[config.mk]
export PLATFORM = sky130hd
export DESIGN_NAME = bcd_scan_display_flat
export DESIGN_NICKNAME = d
export VERILOG_FILES = /design/src/rtl/bcd_scan_display_if.sv /design/src/rtl/bcd_scan_display.sv /design/src/flat_wrapper.sv
export SDC_FILE = /design/constraint.sdc
export NUM_CORES = 1
export LEC_CHECK = 0
export CORE_ASPECT_RATIO = 0.75
export CORE_MARGIN = 8
export CORE_UTILIZATION = 56
export DETAILED_ROUTE_END_ITERATION = 10
export GPL_ROUTABILITY_DRIVEN = 0
export HOLD_SLACK_MARGIN = 0.1
export PLACE_DENSITY = 0.9
export SLEW_MARGIN = 20
export SYNTH_ARGS = -nofsm -noshare
export SYNTH_HDL_FRONTEND = slang
export SYNTH_SLANG_ARGS = --single-unit
[constraint.sdc]
create_clock -name clk -period 3.7 [get_ports clk]
set_input_delay 0.555 -clock clk [delete_from_list [all_inputs] [get_ports clk]]
set_output_delay 0.555 -clock clk [all_outputs]
set_load 0.1 [all_outputs]
[src/rtl/bcd_scan_display_if.sv]
// bcd_scan_display_if: bundle between time/date counters and the scanned display.
// Ports: bin_in/field_en/blink_mask toward the display; seg_n/dig_sel/upd_done back.
interface bcd_scan_display_if #(
    parameter int NUM_FIELDS = 7,
    parameter int BIN_W      = 7
);
    logic [NUM_FIELDS*BIN_W-1:0] bin_in;
    logic [NUM_FIELDS-1:0]       field_en;
    logic [NUM_FIELDS-1:0]       blink_mask;
    logic [6:0]                  seg_n;
    logic [2*NUM_FIELDS-1:0]     dig_sel;
    logic                        upd_done;

    modport master (
        output bin_in, field_en, blink_mask,
        input  seg_n, dig_sel, upd_done
    );

    modport slave (
        input  bin_in, field_en, blink_mask,
        output seg_n, dig_sel, upd_done
    );
endinterface

[src/rtl/bcd_scan_display.sv]
// bcd_scan_display: serial binary-to-BCD converter feeding a scanned 7-seg display.
// Ports: clk, rst (sync, active-high), bus (slave: fields in, segments/selects out).
module bcd_scan_display #(
    parameter int NUM_FIELDS = 7,
    parameter int BIN_W      = 7,
    parameter int SCAN_DIV   = 1000,
    parameter int BLINK_DIV  = 25000000
) (
    input  logic              clk,
    input  logic              rst,
    bcd_scan_display_if.slave bus
);
    localparam int ND = 2 * NUM_FIELDS;
    localparam int FW = (NUM_FIELDS > 1) ? $clog2(NUM_FIELDS) : 1;
    localparam int DW = $clog2(ND);
    localparam int CW = $clog2(BIN_W + 1);
    localparam int SW = $clog2(SCAN_DIV);
    localparam int BW = (BLINK_DIV > 1) ? $clog2(BLINK_DIV) : 1;

    typedef enum logic [1:0] {IDLE, LOAD, SHIFT, WRITE} state_t;

    state_t           state;
    state_t           state_nxt;
    logic             load_en;
    logic             shift_en;
    logic             wr_en;

    logic [FW-1:0]    fi;
    logic [BIN_W-1:0] bin_sel;
    logic [BIN_W-1:0] raw;
    logic [BIN_W-1:0] sreg;
    logic [7:0]       acc;
    logic [7:0]       adj;
    logic [CW-1:0]    cnt;
    logic [3:0]       digs [ND];

    logic [SW-1:0]    sc;
    logic [DW-1:0]    d;
    logic [BW-1:0]    bc;
    logic             blink_off;

    logic [3:0]       cur;
    logic             show;
    logic [3:0]       code;
    logic [6:0]       glyph;

    // ---------------- converter FSM ----------------
    always_ff @(posedge clk) begin
        if (rst) state <= IDLE;
        else     state <= state_nxt;
    end

    always_comb begin
        state_nxt = state;
        unique case (state)
            IDLE:  state_nxt = LOAD;
            LOAD:  state_nxt = SHIFT;
            SHIFT: if (cnt == CW'(BIN_W - 1)) state_nxt = WRITE;
            WRITE: state_nxt = LOAD;
        endcase
    end

    always_comb begin
        load_en  = 1'b0;
        shift_en = 1'b0;
        wr_en    = 1'b0;
        unique case (state)
            IDLE:  ;
            LOAD:  load_en  = 1'b1;
            SHIFT: shift_en = 1'b1;
            WRITE: wr_en    = 1'b1;
        endcase
    end

    // ---------------- conversion datapath ----------------
    always_comb begin
        bin_sel = '0;
        for (int i = 0; i < NUM_FIELDS; i++)
            if (fi == FW'(i)) bin_sel = bus.bin_in[i*BIN_W +: BIN_W];
    end

    // Add-3 correction ahead of each shift; a tens overflow only
    // happens for values >= 100, which are replaced by dashes.
    always_comb begin
        adj = acc;
        if (acc[3:0] >= 4'd5) adj[3:0] = acc[3:0] + 4'd3;
        if (acc[7:4] >= 4'd5) adj[7:4] = acc[7:4] + 4'd3;
    end

    always_ff @(posedge clk) begin
        if (rst) begin
            fi           <= '0;
            raw          <= '0;
            sreg         <= '0;
            acc          <= '0;
            cnt          <= '0;
            bus.upd_done <= 1'b0;
            for (int i = 0; i < ND; i++) digs[i] <= 4'hF;
        end else begin
            bus.upd_done <= 1'b0;
            if (load_en) begin
                raw  <= bin_sel;
                sreg <= bin_sel;
                acc  <= '0;
                cnt  <= '0;
            end
            if (shift_en) begin
                acc  <= {adj[6:0], sreg[BIN_W-1]};
                sreg <= sreg << 1;
                cnt  <= cnt + 1'b1;
            end
            if (wr_en) begin
                for (int i = 0; i < NUM_FIELDS; i++) begin
                    if (fi == FW'(i)) begin
                        if (int'(raw) > 99) begin
                            digs[2*i]   <= 4'hA;
                            digs[2*i+1] <= 4'hA;
                        end else begin
                            digs[2*i]   <= acc[3:0];
                            digs[2*i+1] <= acc[7:4];
                        end
                    end
                end
                if (fi == FW'(NUM_FIELDS - 1)) begin
                    fi           <= '0;
                    bus.upd_done <= 1'b1;
                end else begin
                    fi <= fi + 1'b1;
                end
            end
        end
    end

    // ---------------- scan and blink timers ----------------
    always_ff @(posedge clk) begin
        if (rst) begin
            sc <= '0;
            d  <= '0;
        end else if (sc == SW'(SCAN_DIV - 1)) begin
            sc <= '0;
            d  <= (d == DW'(ND - 1)) ? '0 : d + 1'b1;
        end else begin
            sc <= sc + 1'b1;
        end
    end

    always_ff @(posedge clk) begin
        if (rst) begin
            bc        <= '0;
            blink_off <= 1'b0;
        end else if (bc == BW'(BLINK_DIV - 1)) begin
            bc        <= '0;
            blink_off <= ~blink_off;
        end else begin
            bc <= bc + 1'b1;
        end
    end

    // ---------------- display decode ----------------
    always_comb begin
        cur  = 4'hF;
        show = 1'b0;
        for (int i = 0; i < ND; i++) begin
            if (d == DW'(i)) begin
                cur  = digs[i];
                show = bus.field_en[i/2] &
                       ~(bus.blink_mask[i/2] & blink_off);
            end
        end
        code = show ? cur : 4'hF;
    end

    always_comb begin
        case (code)
            4'h0:    glyph = 7'h40;
            4'h1:    glyph = 7'h79;
            4'h2:    glyph = 7'h24;
            4'h3:    glyph = 7'h30;
            4'h4:    glyph = 7'h19;
            4'h5:    glyph = 7'h12;
            4'h6:    glyph = 7'h02;
            4'h7:    glyph = 7'h78;
            4'h8:    glyph = 7'h00;
            4'h9:    glyph = 7'h10;
            4'hA:    glyph = 7'h3F;
            default: glyph = 7'h7F;
        endcase
    end

    // sc == 0 is the guard slot: all digits off while the select moves.
    always_ff @(posedge clk) begin
        if (rst) begin
            bus.seg_n   <= 7'h7F;
            bus.dig_sel <= '1;
        end else if (sc == '0) begin
            bus.seg_n   <= 7'h7F;
            bus.dig_sel <= '1;
        end else begin
            bus.seg_n   <= glyph;
            bus.dig_sel <= ~(ND'(1) << d);
        end
    end
endmodule
[src/flat_wrapper.sv]
// flat-port wrapper written by rule: the top's interface ports become plain ports
module bcd_scan_display_flat 
#(
    parameter int NUM_FIELDS = 7,
    parameter int BIN_W      = 7,
    parameter int SCAN_DIV   = 1000,
    parameter int BLINK_DIV  = 25000000
)
  (clk, rst, bus_bin_in, bus_field_en, bus_blink_mask, bus_seg_n, bus_dig_sel, bus_upd_done);
  bcd_scan_display_if #(.NUM_FIELDS(NUM_FIELDS), .BIN_W(BIN_W)) bus_i ();
  input  logic clk;
  input  logic rst;
  input wire logic [$bits(bus_i.bin_in)-1:0] bus_bin_in;
  input wire logic [$bits(bus_i.field_en)-1:0] bus_field_en;
  input wire logic [$bits(bus_i.blink_mask)-1:0] bus_blink_mask;
  output wire logic [$bits(bus_i.seg_n)-1:0] bus_seg_n;
  output wire logic [$bits(bus_i.dig_sel)-1:0] bus_dig_sel;
  output wire logic [$bits(bus_i.upd_done)-1:0] bus_upd_done;
  assign bus_i.bin_in = bus_bin_in;
  assign bus_i.field_en = bus_field_en;
  assign bus_i.blink_mask = bus_blink_mask;
  assign bus_seg_n = bus_i.seg_n;
  assign bus_dig_sel = bus_i.dig_sel;
  assign bus_upd_done = bus_i.upd_done;
  bcd_scan_display #(.NUM_FIELDS(NUM_FIELDS), .BIN_W(BIN_W), .SCAN_DIV(SCAN_DIV), .BLINK_DIV(BLINK_DIV)) u_core (.clk(clk), .rst(rst), .bus(bus_i));
endmodule
---- Yosys cells after proc, flatten, opt, wreduce, memory -nomap -nowiden ----
Memories as Yosys holds them, arrays and structs flattened. A register that Yosys moved wholly into a read port is not among the register bits.
Cells that the tools add are included.
word-level totals
  register bits after elaboration ......... 85
  latch bits .............................. 0
  RAM bits ................................ 56
  bits in read-only memories .............. 112
  input bits .............................. 65
  output and inout port bits .............. 22
  word-level logic and storage cells ...... 255
  memories ................................ 2
cells by class
  add/subtract/negate cells ............... 7
  multipliers ............................. 0
  divide/modulo/power cells ............... 0
  magnitude comparators ................... 3
  equal/unequal tests ..................... 26
  shift-type cells ........................ 1
  muxes and demuxes ....................... 140
  bitwise logic cells ..................... 52
  reductions and logical operators ........ 11
memory list
  memory            words  width  rd ports  clocked after memory_dff  write ports  RTL line                 text
  (name not given)  16     7      1         1                         0            bcd_scan_display.sv:174  case (code)
  u_core.digs       14     4      14        0                         14           bcd_scan_display.sv:35   logic [3:0] digs [ND];
operators by type and width
  kind                                                  number
  two-way mux 4 bit                                     45
  two-way mux 1 bit                                     78
  two-way mux 7 bit                                     9
  bitwise OR 1 bit                                      28
  adder 25 x 1 -> 25 bit (second input constant)        1
  equality test 25 bit (second input constant)          1
  equality test 4 bit (second input constant)           6
  equality test 4 x 3 -> 1 bit (second input constant)  4
  two-way mux 8 bit                                     2
  AND 1 bit                                             14
  inverter 14 bit                                       1
  left shift 1 x 4 -> 14 bit (first input constant)     1
  equality test 3 bit (second input constant)           4
  two-way mux 3 bit                                     4
  OR reduction 2 bit                                    6
  adder 10 x 1 -> 10 bit (second input constant)        1
  equality test 10 bit (second input constant)          1
  zero test 10 bit                                      1
  inverter 1 bit                                        9
  equality test 4 x 2 -> 1 bit (second input constant)  2
  >= comparator 4 x 3 -> 1 bit (second input constant)  2
  > comparator 7 bit (second input constant)            1
  adder 3 x 1 -> 3 bit (second input constant)          2
  equality test 3 x 2 -> 1 bit (second input constant)  2
  other kinds (14)                                      15

---- Longest topological paths before layout ----
Gate-level depths: netlist of the first run.
  depth after elaboration ................. 18
  mapped depth ............................ 13
  depth with buffers taken out ............ 10

---- Worst setup path before layout of the first run ----
Ideal clock, no wire load.
  path kind ............................... flip-flop to flip-flop
  start point ............................. register u_core.d[0]
  end point ............................... register u_core.bus.seg_n[3]
  arrival ................................. 2.443 ns
  required time ........................... 3.573 ns
  setup slack ............................. 1.129 ns
  cell stages (with the launch flop) ...... 11
  buffers on the path ..................... 1
  cell sequence ........................... dfxtp_1 > buf_4 > or4b_4 > o22a_1 > a221oi_2 > o21ai_2 > or2_1 > ha_1 > inv_1 > o21ai_0 > or3b_1
on the way
  cells in the longest elaborated chain, start to end .. 16
  elaborated cells between the ends (all ways) .. 43
RTL lines
  item                                                                  RTL line                   text
  from (decl)                                                           bcd_scan_display.sv:38     logic [DW-1:0] d;
  from (signal assigned)                                                bcd_scan_display.sv:141    d <= (d == DW'(ND - 1)) ? '0 : d + 1'b1;
  zero test 4 bit                                                       bcd_scan_display.sv:164    if (d == DW'(i)) begin
  two-way mux 4 bit or two-way mux 1 bit (tied branches) (14 in a row)  bcd_scan_display.sv:164
  two-way mux 4 bit (*)                                                 bcd_scan_display.sv:170    code = show ? cur : 4'hF;
  to (decl)                                                             bcd_scan_display_if.sv:21  output seg_n, dig_sel, upd_done
Every way passes the cells marked *; elsewhere a longest branch is shown, timed or not.
A chain may end at the register's enable or synchronous reset.

---- Worst setup path after layout of the first run ----
  start point ............................. register u_core.d[1]
  end point ............................... register u_core.bus.seg_n[0]
Same word-level chain as after synthesis.

==> flow_metrics.tcl, run 1 <==
set metrics [dict create \
    outcome "finished, final reports clean" \
    crit_slowest_cell "dfxtp_1" \
    cts_tree "done" \
    start_util 0.569 \
    cts_buffers 17 \
    arrival_ns 3.51 \
    synthTopCellsByArea "dfxtp_1, edfxtp_1, nand2_1, nor2_1, ha_1" \
    path_clk_slew_ns 0.07 \
    r2r_setup_slack_ns 0.48 \
    ys_ff_latch 146 \
    antenna_found_initial 0 \
    grt_max_degree 39 \
    track_usage 0.226 \
    grt_setup_unrepaired "false" \
    grt_pass1_wl_mm 30.9 \
    yosys_warnings 0 \
    finalHoldViolCount 0 \
    place_hpwl_mm 13.6 \
    ant_nets 0 \
    synth_flop_cell "dfxtp_1" \
    reg2reg_from "u_core.d[1]$_SDFFE_PP0P_" \
    synth_area_per_cell_sq_um 9.35 \
    seq_area_frac_synth 0.476 \
    antenna_cells 0 \
    hold_path.class "flop to flop" \
    hp-start "u_core.sreg[1]$_SDFFE_PP0P_" \
    timing.final.crit_share 0.869 \
    hold_end "u_core.sreg[1]$_SDFFE_PP0P_" \
    critPathMaxStageDelay_ns 0.79 \
    syn2layout_area_growth_pct 22.4 \
    period_needed_ns 3.22 \
    yosysTopAreaCellShare 0.246 \
    synthesis.area_sq_um 7320 \
    avgViaCountPerCell 6.04 \
    clockBufferDepth 2 \
    num_vias 6310 \
    drt-total-wl_mm 19.1 \
    synth_common_cells "dfxtp_1, nand2_1, nor2_1" \
    htree_levels 4 \
    maxSlewViolCount 0 \
    yosysMostFrequentCell "dfxtp_1" \
    power_leakage_uw 0.00303 \
    setup_viol 0 \
    max_slew_margin 0.279 \
    power_density_nw_per_um2 470 \
    core-area_sq_um 12900 \
    grt_pass1_vias 6062 \
    tightest_slew_ns 1.07 \
    synthArstFlopShare 0 \
    crit_fanout 19 \
    final_net_count 945 \
    clock-sinks 146 \
    cts_hold_buf 0 \
    syn_inst 783 \
    drtIter0Drc 661 \
    ir_worst_vdd_mv 0.386 \
    max-cap-violations 0 \
    cts_setup_buffers 0 \
    clk_latency_ns 0.42 \
    fp.dieW_microns 148 \
    ff2ff_path_depth 11 \
    drtPass1Iterations 6 \
    cts-root-buf "clkbuf_16" \
    grt.overflow.total 0 \
    cts_resized 0 \
    fmax_ghz 0.311 \
    num_rows 36 \
    crit_type "flop to flop" \
    post_drt_wl_per_cell_microns 18.2 \
    end_kind "flop" \
    port_buffers 86 \
    drive_above_1_share 0.0892 \
    whs_path_depth 2 \
    synth_edf_count 56 \
    critPathRequiredTime_ns 4.00 \
    power.total_uw 4210 \
    path_cells "buf_4 > nand3b_1 > o32ai_1 > a221oi_2 > o21ai_2 > or2_1 > inv_1 > ha_1 > o21ai_0 > nand2_1 > or3b_1" \
    drcViolationCount 0 \
    worstSetupStartpointType "flop" \
    synth.distinct_cells 70 \
    synth.net_count 867 \
    fin_setup_tns_ns 0 \
    r2r_end "u_core.bus.seg_n[0]$_SDFF_PP1_" \
    synth_top_cell_by_area "dfxtp_1" \
    die_h_microns 115 \
    skew_ns 0.00988 \
    dieArea_sq_um 17000 \
    pin_count 87 \
]
## area by class of cell
| class | instances | area, sq um |
|---|---|---|
| clock buffer | 22 | 508 |
| clock inverter | 10 | 118 |
| fill | 948 | 3920 |
| inverter | 31 | 116 |
| multi-input combinational | 561 | 3530 |
| sequential | 146 | 3480 |
| tap | 171 | 214 |
| timing repair buffer | 104 | 996 |
## per-layer routing
layer / part of all wire / track usage / vias up / wire length [microns]
met5: 0 / 0 / - / 0
met4: 0.016 / 0.0718 / 0 / 313
met3: 0.11 / 0.0700 / 31 / 2150
met2: 0.45 / 0.356 / 354 / 8560
met1: 0.42 / 0.293 / 2961 / 8040
li1: - / - / 2964 / -
## registers in the layout (all words and copies together) (netlist names)
name	flops
u_core.digs	56
u_core.bc	25
u_core.bus.dig_sel	14
u_core.sc	10
u_core.acc	8
u_core.bus.seg_n	7
u_core.sreg	7
u_core.raw	5
u_core.d	4
u_core.cnt	3
u_core.fi	3
u_core.state	2
u_core.blink_off	1
u_core.bus.upd_done	1
## cells in the final DEF, fill, tap and decap left out, types with 7 or more instances in the layout
cell type / count
nand3_1: 37
ha_1: 19
mux2i_1: 20
nand3b_1: 7
nand2b_1: 18
a32o_1: 8
edfxtp_1: 56
clkbuf_16: 20
a22oi_1: 14
a221oi_1: 13
clkdlybuf4s50_1: 86
nor3_1: 14
o21ai_0: 25
nor2b_1: 11
nand4_1: 13
xor2_1: 21
nand2_1: 83
dfxtp_1: 90
inv_1: 30
or3_1: 11
or2_2: 11
xnor2_1: 13
and3_1: 11
buf_4: 18
nor2_1: 79
a21oi_1: 38
## logic make-up (layout without fill, tap and decap cells)
logic type	after synthesis	after routing	synth area share
DFF	146	146	0.476
muxes	26	26	0.0366
xor gates and xnor gates	34	34	0.0407
adders and majority gates	19	19	0.0325
and+or+nand+nor	325	325	0.222
buffers and inverters	76	167	0.0425
AOI/OAI and AO/OA	157	157	0.150
## per-stage QoR
stage | util | hold WS, ns | cells | instance area [sq um] | setup WS, ns
after floorplan | - | 0.441 | 783 | 7320 | 1.13
after global placement | 0.647 | 0.455 | 1013 | 8340 | 0.738
after detailed placement | 0.647 | 0.465 | 1013 | 8340 | 0.634
after CTS | 0.696 | 0.475 | 1045 | 8960 | 0.568
after global routing | 0.696 | 0.504 | 1045 | 8960 | 0.331
final | 0.696 | 0.470 | 1045 | 8960 | 0.484
## worst max path at each step
stage                        startpoint                             end  depth (start not counted)
5_1_grt        u_core.d[1]$_SDFFE_PP0P_  u_core.bus.seg_n[0]$_SDFF_PP1_                         11
3_3_place_gp   u_core.d[1]$_SDFFE_PP0P_  u_core.bus.seg_n[3]$_SDFF_PP1_                         11
6_report       u_core.d[1]$_SDFFE_PP0P_  u_core.bus.seg_n[0]$_SDFF_PP1_                         11
3_5_place_dp   u_core.d[1]$_SDFFE_PP0P_  u_core.bus.seg_n[3]$_SDFF_PP1_                         10
2_1_floorplan  u_core.d[0]$_SDFFE_PP0P_  u_core.bus.seg_n[3]$_SDFF_PP1_                         10
4_1_cts        u_core.d[1]$_SDFFE_PP0P_  u_core.bus.seg_n[0]$_SDFF_PP1_                         11
## worst max-delay path: cells and delay by family (launching register included)
family,cells,cell delay [ns]
adders and majority gates,1,0.18
buffers and inverters,2,0.37
and+or+nand+nor,4,0.88
DFF,1,0.79
AOI/OAI and AO/OA,4,0.88
## power breakdown
part	switching, uW	internal [uW]
combinational	349	255
sequential	52.2	1760
clock	685	1120
total	1090	3130
Note: power is estimated with default switching activity, not from simulation.
==> run 2: changes to the inputs <==
--- a/config.mk
+++ b/config.mk
@@ -5,13 +5,14 @@
 export SDC_FILE = /design/constraint.sdc
 export NUM_CORES = 1
 export LEC_CHECK = 0
+export CAP_MARGIN = 20
 export CORE_ASPECT_RATIO = 0.75
 export CORE_MARGIN = 8
 export CORE_UTILIZATION = 56
 export DETAILED_ROUTE_END_ITERATION = 10
 export GPL_ROUTABILITY_DRIVEN = 0
 export HOLD_SLACK_MARGIN = 0.1
-export PLACE_DENSITY = 0.9
+export PLACE_DENSITY_LB_ADDON = 0.25
 export SLEW_MARGIN = 20
 export SYNTH_ARGS = -nofsm -noshare
 export SYNTH_HDL_FRONTEND = slang
==> constraint.sdc (replaced) <==
create_clock -name clk -period 3.49 [get_ports clk]
set_input_delay 0.5235 -clock clk [delete_from_list [all_inputs] [get_ports clk]]
set_output_delay 0.5235 -clock clk [all_outputs]
set_load 0.1 [all_outputs]
==> flow_metrics.tcl, run 2 (same netlist as run 1, synthesis figures left out) <==
set metrics [dict create \
    clk_latency_ns 0.42 \
    finalHoldViolCount 0 \
    crit_slowest_cell "dfxtp_1" \
    pre_cts_ws_ns 0.315 \
    port_buffers 86 \
    critPathRequiredTime_ns 3.78 \
    utilization 0.689 \
    clockBufferDepth 2 \
    drive_above_1_share 0.0827 \
    track_usage 0.219 \
    max-cap-violations 0 \
    cts_tree "done" \
    post_drt_wl_per_cell_microns 17.6 \
    outcome "finished, final reports clean" \
    grt_max_degree 37 \
    fmax_ghz 0.308 \
    arrival_ns 3.53 \
    worstSetupStartpointType "flop" \
    place_area_sq_um 8320 \
    largest_register "u_core.digs" \
    critPathMaxStageDelay_ns 0.79 \
    path_clk_slew_ns 0.06 \
    end_kind "flop" \
    placed_cells 1010 \
    fin_ws_ns 0.248 \
    final_common_cell "dfxtp_1" \
    htree_levels 4 \
    hp-start "u_core.sreg[4]$_SDFFE_PP0P_" \
    power_density_nw_per_um2 481 \
    drtIter0Drc 514 \
    antenna_cells 0 \
    tightest_slew_ns 0.998 \
    grt_setup_unrepaired "false" \
    cts_setup_buffers 0 \
    setup_viol 0 \
    drcViolationCount 0 \
    fin_cells 1042 \
    cts-root-buf "clkbuf_16" \
    die_h_microns 115 \
    place_hpwl_mm 13.2 \
    start_util 0.569 \
    period_needed_ns 3.24 \
    reg2reg_from "u_core.d[1]$_SDFFE_PP0P_" \
    timing.final.crit_share 0.929 \
    grt.overflow.total 0 \
    largestRegisters "u_core.digs x56, u_core.bc x25, u_core.bus.dig_sel x14" \
    final_cell_mix "dfxtp_1, clkdlybuf4s50_1, nand2_1" \
    dieArea_sq_um 17000 \
    grt_pass1_wl_mm 30.2 \
    crit_fanout 21 \
    path_buf_inv 3 \
    num_rows 36 \
    critPathTopFamily "simple AND/OR/NAND/NOR gates" \
    clock-sinks 146 \
    largest_reg_flops 56 \
    drt-total-wl_mm 18.3 \
    fp.dieW_microns 148 \
    grt_pass1_vias 6098 \
    final_net_count 942 \
    pin_count 87 \
    num_vias 6268 \
    maxSlewViolCount 0 \
    skew_ns 0.0114 \
    fin_setup_tns_ns 0 \
    path_cells "buf_4 > and2b_2 > o21ai_0 > a21oi_1 > nor3_1 > a221o_1 > inv_1 > ha_1 > inv_1 > o21ai_0 > or3b_1" \
    ant_nets 0 \
    drtPass1Iterations 7 \
    core-area_sq_um 12900 \
    cts_buffers 17 \
    syn2layout_area_growth_pct 21.2 \
    postLayoutCellArea_sq_um 8880 \
    power_leakage_uw 0.00298 \
    ir_worst_vdd_mv 0.360 \
    avgViaCountPerCell 6.02 \
    cp-startpoint "u_core.d[1]$_SDFFE_PP0P_" \
    antenna_found_initial 0 \
    crit_type "flop to flop" \
    max_slew_margin 0.333 \
    hold_path.class "flop to flop" \
]
[run 2: cell types whose count changed in the layout (fill, tap and decap cells not counted), moves of 2 or more]
cell / before / now
inv_6: 2 / 0
clkbuf_16: 20 / 17
clkinv_1: 0 / 2
buf_4: 18 / 15
inv_4: 0 / 3
clkinv_4: 2 / 0
[run 2: metal layers]
layer | wire length (microns) | track usage | up-vias
li1 | - | - | 2962
met1 | 8280 | 0.288 | 2977
met2 | 8150 | 0.349 | 304
met3 | 1600 | 0.0519 | 25
met4 | 269 | 0.0732 | 0
met5 | 0 | 0 | -
[run 2: report_power, final]
part	internal [uW]	total [uW]	leakage (uW)	switching, uW
Sequential	1860	1920	0.00114	58.2
Combinational	269	640	0.00157	371
Clock	1040	1710	0.000274	668
[run 2: final cells by class]
| type | count | area [sq um] |
|---|---|---|
| Inverter | 31 | 116 |
| Timing Repair Buffer | 101 | 973 |
| Multi-Input combinational cell | 561 | 3540 |
| Sequential cell | 146 | 3480 |
| Tap cell | 171 | 214 |
| Clock inverter | 12 | 114 |
| Fill cell | 948 | 4010 |
| Clock buffer | 20 | 437 |
[run 2: per-stage QoR]
step | total power, uW | hold slack, ns
6_report | 4270 | 0.474
5_1_grt | 4450 | 0.497
4_1_cts | 4290 | 0.477
3_5_place_dp | 2590 | 0.465
3_3_place_gp | 2560 | 0.455
2_1_floorplan | 2390 | 0.441
[run 2: path summary, 6_finish.rpt]
kind / to / slack (ns) / cells past startpoint
max reg2reg: u_core.bus.seg_n[3]$_SDFF_PP1_ / 0.25 / 11
max: u_core.bus.seg_n[3]$_SDFF_PP1_ / 0.25 / 11
min: u_core.sreg[4]$_SDFFE_PP0P_ / 0.47 / 2
min reg2reg: u_core.sreg[4]$_SDFFE_PP0P_ / 0.47 / 2
[run 2: worst register-to-register path: cells and delay by family (launching register included)]
family,cells,cell delay [ns]
compound gates,4,0.68
fa+ha+maj,1,0.30
buf+inv,3,0.49
flops,1,0.79
simple gates,3,0.85
[run 2: what timing repair did]
action / in CTS / in global routing
hold buffers: 0 / 0
resized for setup: 0 / 1
endpoints found under the setup margin: 0 / 1
==> run 3: changes to the inputs <==
--- a/config.mk
+++ b/config.mk
@@ -9,6 +9,7 @@
 export CORE_ASPECT_RATIO = 0.75
 export CORE_MARGIN = 8
 export CORE_UTILIZATION = 56
+export CTS_CLUSTER_SIZE = 8
 export DETAILED_ROUTE_END_ITERATION = 10
 export GPL_ROUTABILITY_DRIVEN = 0
 export HOLD_SLACK_MARGIN = 0.1
==> results of run 3 <==
The final DEF is identical to that of run 2; final timing and power are the same.
